===== src/rtl/fetch_predict.sv =====
// Instruction-fetch stage: PC register, 2-bit-counter BHT plus BTB, and the IF/ID register.
// Define BRANCH_PREDICT_EN to build the predictor; otherwise fetch falls through to PC+4.
module fetch_predict #(
  parameter logic [31:0] RESET_PC  = 32'h0000_0000,
  parameter int          BHT_IDX_W = 4
) (
  input  logic        clk,
  input  logic        rst,
  input  logic        stall,
  output logic [31:0] imem_addr,
  input  logic [31:0] imem_data,
  input  logic        id_jump,
  input  logic [31:0] id_jump_pc,
  input  logic        ex_redirect,
  input  logic [31:0] ex_redirect_pc,
  input  logic        upd_en,
  input  logic [31:0] upd_pc,
  input  logic        upd_taken,
  input  logic [31:0] upd_target,
  output logic [31:0] ifid_instr,
  output logic [31:0] ifid_pc,
  output logic [31:0] ifid_pc4,
  output logic        ifid_pred_taken,
  output logic        ifid_valid
);

  localparam int TAG_W   = 30 - BHT_IDX_W;
  localparam int ENTRIES = 1 << BHT_IDX_W;

  typedef struct packed {
    logic [31:0] instr;
    logic [31:0] pc;
    logic [31:0] pc4;
    logic        pred_taken;
    logic        valid;
  } ifid_t;

  localparam ifid_t BUBBLE = '0;

  logic [31:0] pc_q, pc_d;
  ifid_t       ifid_q, ifid_d;
  logic [31:0] pc_plus4;
  logic        pred_taken;
  logic [31:0] pred_pc;

  assign pc_plus4 = pc_q + 32'd4;

`ifdef BRANCH_PREDICT_EN
  logic [BHT_IDX_W-1:0] idx, uidx;
  logic [TAG_W-1:0]     tag, utag;

  logic [1:0]         cnt_q        [ENTRIES];
  logic [1:0]         cnt_d        [ENTRIES];
  logic [ENTRIES-1:0] btb_valid_q, btb_valid_d;
  logic [TAG_W-1:0]   btb_tag_q    [ENTRIES];
  logic [TAG_W-1:0]   btb_tag_d    [ENTRIES];
  logic [31:0]        btb_target_q [ENTRIES];
  logic [31:0]        btb_target_d [ENTRIES];

  logic unused_upd_lsb;
  assign unused_upd_lsb = ^upd_pc[1:0];

  assign idx  = pc_q[BHT_IDX_W+1:2];
  assign tag  = pc_q[31:BHT_IDX_W+2];
  assign uidx = upd_pc[BHT_IDX_W+1:2];
  assign utag = upd_pc[31:BHT_IDX_W+2];

  // Lookup reads only _q state, so a same-cycle update at this index is seen next cycle.
  always_comb begin
    pred_taken = cnt_q[idx][1] & btb_valid_q[idx] & (btb_tag_q[idx] == tag);
    pred_pc    = pred_taken ? btb_target_q[idx] : pc_plus4;
  end

  always_comb begin
    // NOTE: every always_comb output gets a default first so no path leaves it unassigned (no latch).
    cnt_d        = cnt_q;
    btb_valid_d  = btb_valid_q;
    btb_tag_d    = btb_tag_q;
    btb_target_d = btb_target_q;
    if (upd_en) begin
      if (upd_taken) begin
        if (cnt_q[uidx] != 2'b11) cnt_d[uidx] = cnt_q[uidx] + 2'd1;
        btb_valid_d[uidx]  = 1'b1;
        btb_tag_d[uidx]    = utag;
        btb_target_d[uidx] = upd_target;
      end else if (cnt_q[uidx] != 2'b00) begin
        cnt_d[uidx] = cnt_q[uidx] - 2'd1;
      end
    end
  end

  always_ff @(posedge clk or posedge rst) begin
    if (rst) begin
      for (int i = 0; i < ENTRIES; i++) cnt_q[i] <= 2'b01;
      btb_valid_q <= '0;
    end else begin
      cnt_q       <= cnt_d;
      btb_valid_q <= btb_valid_d;
    end
  end

  // NOTE: BTB tag/target arrays are deliberately unreset; btb_valid_q gates every use of them.
  always_ff @(posedge clk) begin
    btb_tag_q    <= btb_tag_d;
    btb_target_q <= btb_target_d;
  end
`else
  logic unused_upd;
  assign unused_upd = ^{upd_en, upd_pc, upd_taken, upd_target};
  assign pred_taken = 1'b0;
  assign pred_pc    = pc_plus4;
`endif

  // Redirect beats stall, stall beats jump, jump beats sequential/predicted fetch.
  always_comb begin
    pc_d   = pc_q;
    ifid_d = ifid_q;
    if (ex_redirect) begin
      pc_d   = ex_redirect_pc;
      ifid_d = BUBBLE;
    end else if (stall) begin
      pc_d   = pc_q;
      ifid_d = ifid_q;
    end else if (id_jump) begin
      pc_d   = id_jump_pc;
      ifid_d = BUBBLE;
    end else begin
      pc_d              = pred_pc;
      ifid_d.instr      = imem_data;
      ifid_d.pc         = pc_q;
      ifid_d.pc4        = pc_plus4;
      ifid_d.pred_taken = pred_taken;
      ifid_d.valid      = 1'b1;
    end
  end

  // NOTE: state flops use non-blocking assignments so every register samples pre-edge values.
  always_ff @(posedge clk or posedge rst) begin
    if (rst) begin
      pc_q   <= RESET_PC;
      ifid_q <= BUBBLE;
    end else begin
      pc_q   <= pc_d;
      ifid_q <= ifid_d;
    end
  end

  assign imem_addr       = pc_q;
  assign ifid_instr      = ifid_q.instr;
  assign ifid_pc         = ifid_q.pc;
  assign ifid_pc4        = ifid_q.pc4;
  assign ifid_pred_taken = ifid_q.pred_taken;
  assign ifid_valid      = ifid_q.valid;

endmodule


===== config.mk =====
export PLATFORM = sky130hd
export DESIGN_NAME = fetch_predict
export DESIGN_NICKNAME = d
export VERILOG_FILES = /design/src/rtl/fetch_predict.sv
export SDC_FILE = /design/constraint.sdc
export NUM_CORES = 1
export LEC_CHECK = 0
export ABC_AREA = 0
export CORE_MARGIN = 3
export CORE_UTILIZATION = 42
export CTS_CLUSTER_DIAMETER = 80
export DETAILED_ROUTE_END_ITERATION = 10
export PLACE_DENSITY_LB_ADDON = 0.1
export SYNTH_ARGS = -nofsm -noshare
export SYNTH_HDL_FRONTEND = slang
export SYNTH_SLANG_ARGS = --single-unit

===== constraint.sdc =====
create_clock -name clk -period 5.05 [get_ports clk]
set_input_delay 0.7575 -clock clk [delete_from_list [all_inputs] [get_ports clk]]
set_output_delay 0.7575 -clock clk [all_outputs]
set_load 0.02 [all_outputs]

==> flow_results.org, run 1 <==
** Floorplanning
- 297 I/O pins were placed.
- After floorplanning, the core was sized to cover 0.0147 mm².
- Initial core utilization :: 43.5%
- Die H :: 129 µm
- The die covers 0.0168 mm².
- The initialized floorplan defines 44 standard-cell rows.
- Chip Width :: 129 µm

** Power
- The worst-case IR drop observed on VDD is 0.243 mV.
- Power per cell area :: 319 mW/mm²
- Static power due to leakage :: 0.00390 µW

** GRT
- Entering global routing, the biggest net connects 97 pins.
- Total global routing overflow :: 0
- The number of antenna violations at the first check in global routing was 0.
- The first global-routing pass estimated 33500 µm of wire.
- The number of global-route vias before repair was 6231.
- Global routing used 25.6% of the available tracks across all layers.

** Synthesis
- Mean instance size in the synthesized netlist :: 9.37 µm²
- The largest total area in the synthesized netlist belongs to dfrtp_1.
- The netlist uses 50 different library cells.
- Counting flops with a built-in enable in the synthesized netlist gives 0.
- Sorting the synthesized cells by area gives the leading types as dfrtp_1, a22o_1, nand2_1.
- Of all flip-flops after synthesis, the portion carrying an async set or reset was 100%.
- In the synthesized netlist, the number of instances is 683.
- Counting every net in the synthesized netlist gives 851.
- Seq/Total Area, Yosys :: 49.6%
- Top cell type's share of synthesized area :: 49.6%
- Synthesis inferred 127 register bits.
- Predominant post-synthesis flop cell :: dfrtp_1
- Cell area after synthesis :: 0.00640 mm²
- Yosys Warn Count :: 0

** Timing
- At the pin with the least slew margin, the transition time is 1220 ps.
- Minimum setup slack in the final design :: 1960 ps
- The worst path in the final design needs a cycle of 3090 ps, including I/O delays and setup.
- Setup violations remaining at the end of the flow were counted as 0.
- Max frequency :: 324 MHz
- On the final layout, the worst clock skew is 8.12 ps.
- The worst pin sits at a relative slew slack of 18.3%.
- RSZ-0062 raised after global routing :: no
- Adding up every negative setup slack in the final design gives 0 ps.
- The final max-slew violation count came to 0.
- In the finished design, the share of the clock period the worst path needs comes to 61.1%.
- Hold violation total from the final report :: 0

** Worst setup path
- Along the worst path, the maximum fanout reaches 25.
- STA classifies the critical path startpoint as an input pin.
- Required time reported for the critical path endpoint :: 5340 ps
- Launching point of the worst reg2reg path :: imem_addr[2]
- The worst register-to-register path has a depth of 5.
- The most critical setup path has its startpoint at stall.
- By startpoint and endpoint, the worst setup path is classified as input pin to flip-flop.
- Endpoint arrival time on the critical path :: 3380 ps
- Sort of element at the end of the critical path :: flip-flop

** Clocking
- Clock tree from TritonCTS :: yes
- Buffer levels on the longest clock path :: 2
- Post-CTS resize count :: 0
- Clock-pin slew on the worst setup and hold paths :: 60 ps
- The later pin in the worst-skew pair is clocked with a latency of 420 ps.
- After clock tree synthesis, the flow added hold-fix buffers numbering 0.
- Clock root cell :: clkbuf_16
- TritonCTS Sinks :: 127
- Number of clock buffers inserted by TritonCTS :: 17
- Buffers added to address setup during post-CTS repair amount to 0.
- Maximum level of the CTS H-tree :: 4

** Placement
- Routability-driven placement finished with a final weighted congestion of 0.818.
- Port buffering added 229 buffers.
- Half-perimeter wire length of the detailed placement result :: 14900 µm
- Pre-CTS setup slack :: 1590 ps

** Drt
- Total vias in the final route :: 6321
- Post-route ant nets :: 0
- First-pass DRT Iterations :: 5
- Wire per inst :: 20.1 µm
- For this block, the routed nets add up to 21500 µm of wire.
- After detailed routing, the number of vias per cell comes to 5.90.
- The detailed router finished its first iteration with 488 violations.
- DRC :: 0

** Hold path
- Worst Hold Launch :: ifid_pc[30]
- Min-Delay Path Depth :: 2
- Worst hold path type :: flip-flop to flip-flop

** Status
- The flow ran to the end, and the final reports show no timing, DRC or antenna violations.

** Finish
- After the last flow step, the layout net total stands at 1044.
- The number of antenna diodes in the final layout is 0.
- Share of final-layout standard cells stronger than drive strength 1 :: 5.97%
- Relative to the synthesized area, the layout overhead comes to 45.5%.

** Job
- Total of max-cap violations :: 0
final cells by class:
cell class | count | area [µm²]
clock buffers | 21 | 460
clock inverters | 10 | 114
fillers | 1262 | 5390
inverters | 19 | 76.3
multi-input cells | 472 | 2870
flip-flops and latches | 127 | 3180
well taps | 184 | 230
repair buffers | 239 | 2390
state kept, by name, summed over array words and instances (netlist names):
signal      count
ifid_instr     32
imem_addr      32
ifid_pc4       30
ifid_pc        32
ifid_valid      1
cells by family (layout without fill, tap and decap cells):
kind of cell / after synthesis / count (layout) / synth area share, %
flip-flops: 127 / 127 / 49.6
AO/OA/AOI/OAI: 238 / 238 / 24.9
adder cells (fa/ha/maj): 1 / 1 / 0.195
AND/OR/NAND/NOR: 214 / 214 / 16.8
other: 1 / 1 / 0.0586
buffers and inverters: 84 / 289 / 5.79
XOR/XNOR: 14 / 14 / 1.92
multiplexers: 4 / 4 / 0.626
report_power, final:
group	total [µW]	internal [µW]	leakage (µW)	switching [µW]
Clock	1190	746	0.000271	446
Sequential	1200	1080	0.00170	115
Combinational	576	277	0.00193	299
worst max-delay path, stage by stage:
cell and delay [ps]:
clkdlybuf4s50_1 960, buf_4 400, nand2b_1 700, o22ai_1 450
a211oi_1 90
metrics by stage:
stage                     instances  total power [µW]  util, %  hold slack [ps]  cell area [µm²]
after CTS                      1072              2990     63.3              482             9310
final                          1072              2970     63.3              476             9310
after detailed placement       1041              1790     59.4              464             8740
after global routing           1072              3090     63.3              498             9310
after floorplan                 683              1500        -              590             6400
after global placement         1041              1770     59.4              463             8740
Yosys cell counts, drive strengths merged (11+ instances only):
master  number
a21oi       47
a22o        44
buf         16
clkbuf      49
dfrtp      127
inv         19
nand2       99
nand3       15
nand4       11
nor2        25
nor3        17
nor4        19
o21ai       66
o22ai       14
xnor2       12
worst paths after layout:
check	endpoint	slack, ps
setup / recovery	imem_addr[29]	1960
hold / removal	ifid_pc[30]	480
setup reg to reg	ifid_pc4[30]	2540
hold reg to reg	ifid_pc[30]	480
max in group asynchronous	ifid_pc4[31]	3150
min in group asynchronous	ifid_instr[20]	910
cells in the final DEF, fill, tap and decap left out, drive strengths merged, types with 10 or more instances in the layout:
cell	Yosys	final
nand3	15	15
o21ai	66	66
nand2	99	99
buf	16	11
a22o	44	44
dfrtp	127	127
clkbuf	49	21
o22ai	14	14
nor3	17	17
nor4	19	19
clkdlybuf4s50	0	228
nor2	25	25
a21oi	47	47
inv	19	19
nand4	11	11
a211oi	10	10
xnor2	12	12
metal layers:
metal	global-route usage [%]	up-vias	wire length, µm
met5	0	-	0
met4	7.58	0	333
met2	42.0	326	10300
met3	7.34	27	1910
li1	-	2900	-
met1	33.2	3068	8940
Power figures use the tool's default switching activity.
==> run 2, diff against run 1 <==
- CORE_UTILIZATION: 42 -> 38
- clock period: 5.05 -> 2.7 ns (I/O delays scaled with it)
==> flow_results.org, run 2 (synthesized netlist as in run 1, its figures left out) <==
** Worst setup path
- Endpoint arrival time on the critical path :: 2550 ps (-830 ps)
- Required time reported for the critical path endpoint :: 3000 ps (-2340 ps)
- The worst setup path is captured at a flip-flop.
- The signal on the critical path passes through nand3_1 > nor4_2 > a21oi_1 > a221o_1.
- Crit-path slowest cell :: nor4_2
- Cells on worst reg2reg path :: 4 (-1)
- Crit-path max cell delay :: 680 ps (-280 ps)
- The setup path with the least slack is of type flip-flop to flip-flop.
- STA classifies the critical path startpoint as a flip-flop.
- Largest fanout on the critical path :: 11 (-56%)

** GRT
- Total global routing overflow :: 0 (unchanged)
- The global routing usage summed across all routing layers was 23.3% (-2.4 points).
- Via count of the first global-routing pass :: 6194 (-0.59%)
- The first-pass GRT wire length was 33800 µm (+0.95%).
- The maximum number of pins on one net before global-route repair was 128 (+32%).
- Initial antenna violation count :: 0 (unchanged)

** Job
- The max capacitance violation total was 0 (unchanged).

** Drt
- The total number of vias came to 6383 (+0.98%).
- The mean routed wirelength per cell came to 19.2 µm (-4.5%).
- Post-route ant nets :: 0 (unchanged)
- First DRT Iteration DRCs :: 460 (-5.7%)
- DRC :: 0 (unchanged)
- The detailed-router iteration count before antenna repair was 6 (+1).
- The final wirelength is 21600 µm (+0.27%).
- Via density :: 5.67 (-3.8%)

** Floorplanning
- The total die area came to 0.0184 mm² (+10%).
- The horizontal extent of the die is 136 µm (+4.9%).
- The I/O pin total is 297 (unchanged).
- Floorplan row count :: 46 (+4.5%)
- The die boundary height is 136 µm (+4.9%).
- The core region area is 0.0162 mm² (+10%).
- Initial core utilization :: 39.6% (-4.0 points)

** Placement
- Half-perimeter wire length of the detailed placement result :: 15400 µm (+3.4%)
- The count of input and output buffers came to 229 (unchanged).
- The total placed cells including tap cells is 1093 (+5.0%).
- Last weighted congestion value of the routability-driven placer :: 0.822 (+0.45%)

** Power
- The combinational fraction of design power came to 20.0% (+0.6 points).
- The worst vdd rail ir drop is 0.473 mV (+94%).
- Power per cell area :: 599 mW/mm² (+88%)
- Clock group share of total power :: 41.5% (+1.3 points)
- The leakage dissipation was 0.00402 µW (+2.9%).
- Proportion of power drawn by flip-flops and latches :: 38.5% (-1.9 points)
- NetSw :: 1640 µW (+91%)
- Share of total power consumed by net switching :: 28.7% (-0.25 points)
- Internal Pwr Total :: 4080 µW (+94%)

** Clocking
- Number of clock buffers inserted by TritonCTS :: 17 (unchanged)
- Worst-skew pair later-pin latency :: 420 ps (about the same)
- The number of sinks driven by the clock tree came to 127 (unchanged).
- Number of buffers inserted for hold repair after clock tree synthesis :: 0 (unchanged)
- Setup repair bufs after CTS :: 0 (unchanged)
- Maximum level of the CTS H-tree :: 4 (unchanged)
- Clock root cell :: clkbuf_16
- The post-CTS resize count came to 0 (unchanged).
- Buffer levels on the longest clock path :: 2 (unchanged)
- Clock tree from TritonCTS :: yes
- The clock transition at the registers of the reported paths is 60 ps (about the same).

** Timing
- The slew at the pin closest to its max-slew limit is 732 ps (-493 ps).
- Count of endpoints failing setup in the final report :: 0 (unchanged)
- The worst-case headroom to the max-slew limit came to 51.2% (+33 points).
- Based on the critical path, the design can be clocked at up to 444 MHz.
- Clock skew :: 8.05 ps (-0.0743 ps)
- After layout, the worst path uses 83.4% of the clock period.
- RSZ-0062 raised after global routing :: no
- The total negative slack came to 0 ps (unchanged).
- Number of slew-limit violations in the final report :: 0 (unchanged)
- The number of hold-slack violations in the final timing report was 0 (unchanged).
- The worst path in the final design needs a cycle of 2250 ps, including I/O delays and setup.

** Finish
- The final-stage net count was 1064 (+1.9%).
- The library cell used most frequently in the layout, excluding fill and tap cells, is clkdlybuf4s50_1.
- Number of antenna diodes :: 0 (unchanged)
- Final instance count without filler cells :: 1125 (+4.9%)
- The top cell types in the final layout, fill and taps aside, are clkdlybuf4s50_1, dfrtp_1, nand2_1.
- The fraction of final layout cells with drive strength greater than 1 was 8.25% (+2.3 points).
- Post-synthesis to final-layout area growth :: 49.3%

** Hold path
- Worst hold path type :: flip-flop to flip-flop
- The worst hold path stage count is 2 (unchanged).

** Status
- The run finished with clean final reports.
## run 2: cell types whose count changed in the layout (fill, tap and decap cells not counted)
cell        delta
bufinv_16      +1
buf_12         +1
clkinv_2       -2
clkinvlp_4     +2
inv_6          +1
buf_4         +19
clkbuf_1       -1
## run 2: power groups by stage
stage | sequential, µW | combinational [µW] | clock, µW
4_1_cts | 2200 | 1150 | 2420
5_1_grt | 2230 | 1230 | 2500
3_3_place_gp | 2230 | 1130 | 0
6_report | 2200 | 1150 | 2380
2_1_floorplan | 2320 | 474 | 0
3_5_place_dp | 2230 | 1150 | 0
## run 2: through the flow
step | utilization (%) | cell area, µm² | hold WS [ps] | worst slack, ps | total power, µW
final | 59.1 | 9550 | 472 | 448 | 5730
after global placement | 55.3 | 8940 | 460 | 413 | 3360
after global routing | 59.1 | 9550 | 500 | 236 | 5960
after CTS | 59.1 | 9550 | 478 | 429 | 5770
after floorplan | - | 6400 | 526 | 626 | 2800
after detailed placement | 55.3 | 8940 | 463 | 401 | 3380
## run 2: per-layer routing
layer,vias to the layer above,GRT usage [%],share of wire [%]
met5,-,0,0
met4,0,8.17,2.0
met3,36,5.13,7.1
met2,297,36.8,47
met1,3110,31.7,44
li1,2940,-,-
## run 2: path summary, 6_finish.rpt
path | slack, ps | to | start
setup / recovery | 450 | ifid_pc4[30] | imem_addr[4]
hold / removal | 470 | ifid_pc[28] | ifid_pc[28]
setup reg to reg | 450 | ifid_pc4[30] | imem_addr[4]
hold reg to reg | 470 | ifid_pc[28] | ifid_pc[28]
max in group asynchronous | 1610 | ifid_pc[9] | rst
min in group asynchronous | 500 | ifid_instr[18] | rst
## run 2: final cells by class
class,count,area [µm²]
timing repair buffer,259,2550
clock buffer,20,457
sequential,127,3180
fill,1428,6620
inverter,19,75.1
multi-input combinational,472,2870
clock inverter,12,159
tap,216,270
## run 2: worst max-delay path: cells and delay by family, from the launching register on
family	cells	cell delay [ps]
AOI/OAI and AO/OA	2	420
and+or+nand+nor	2	1130
DFF	1	580
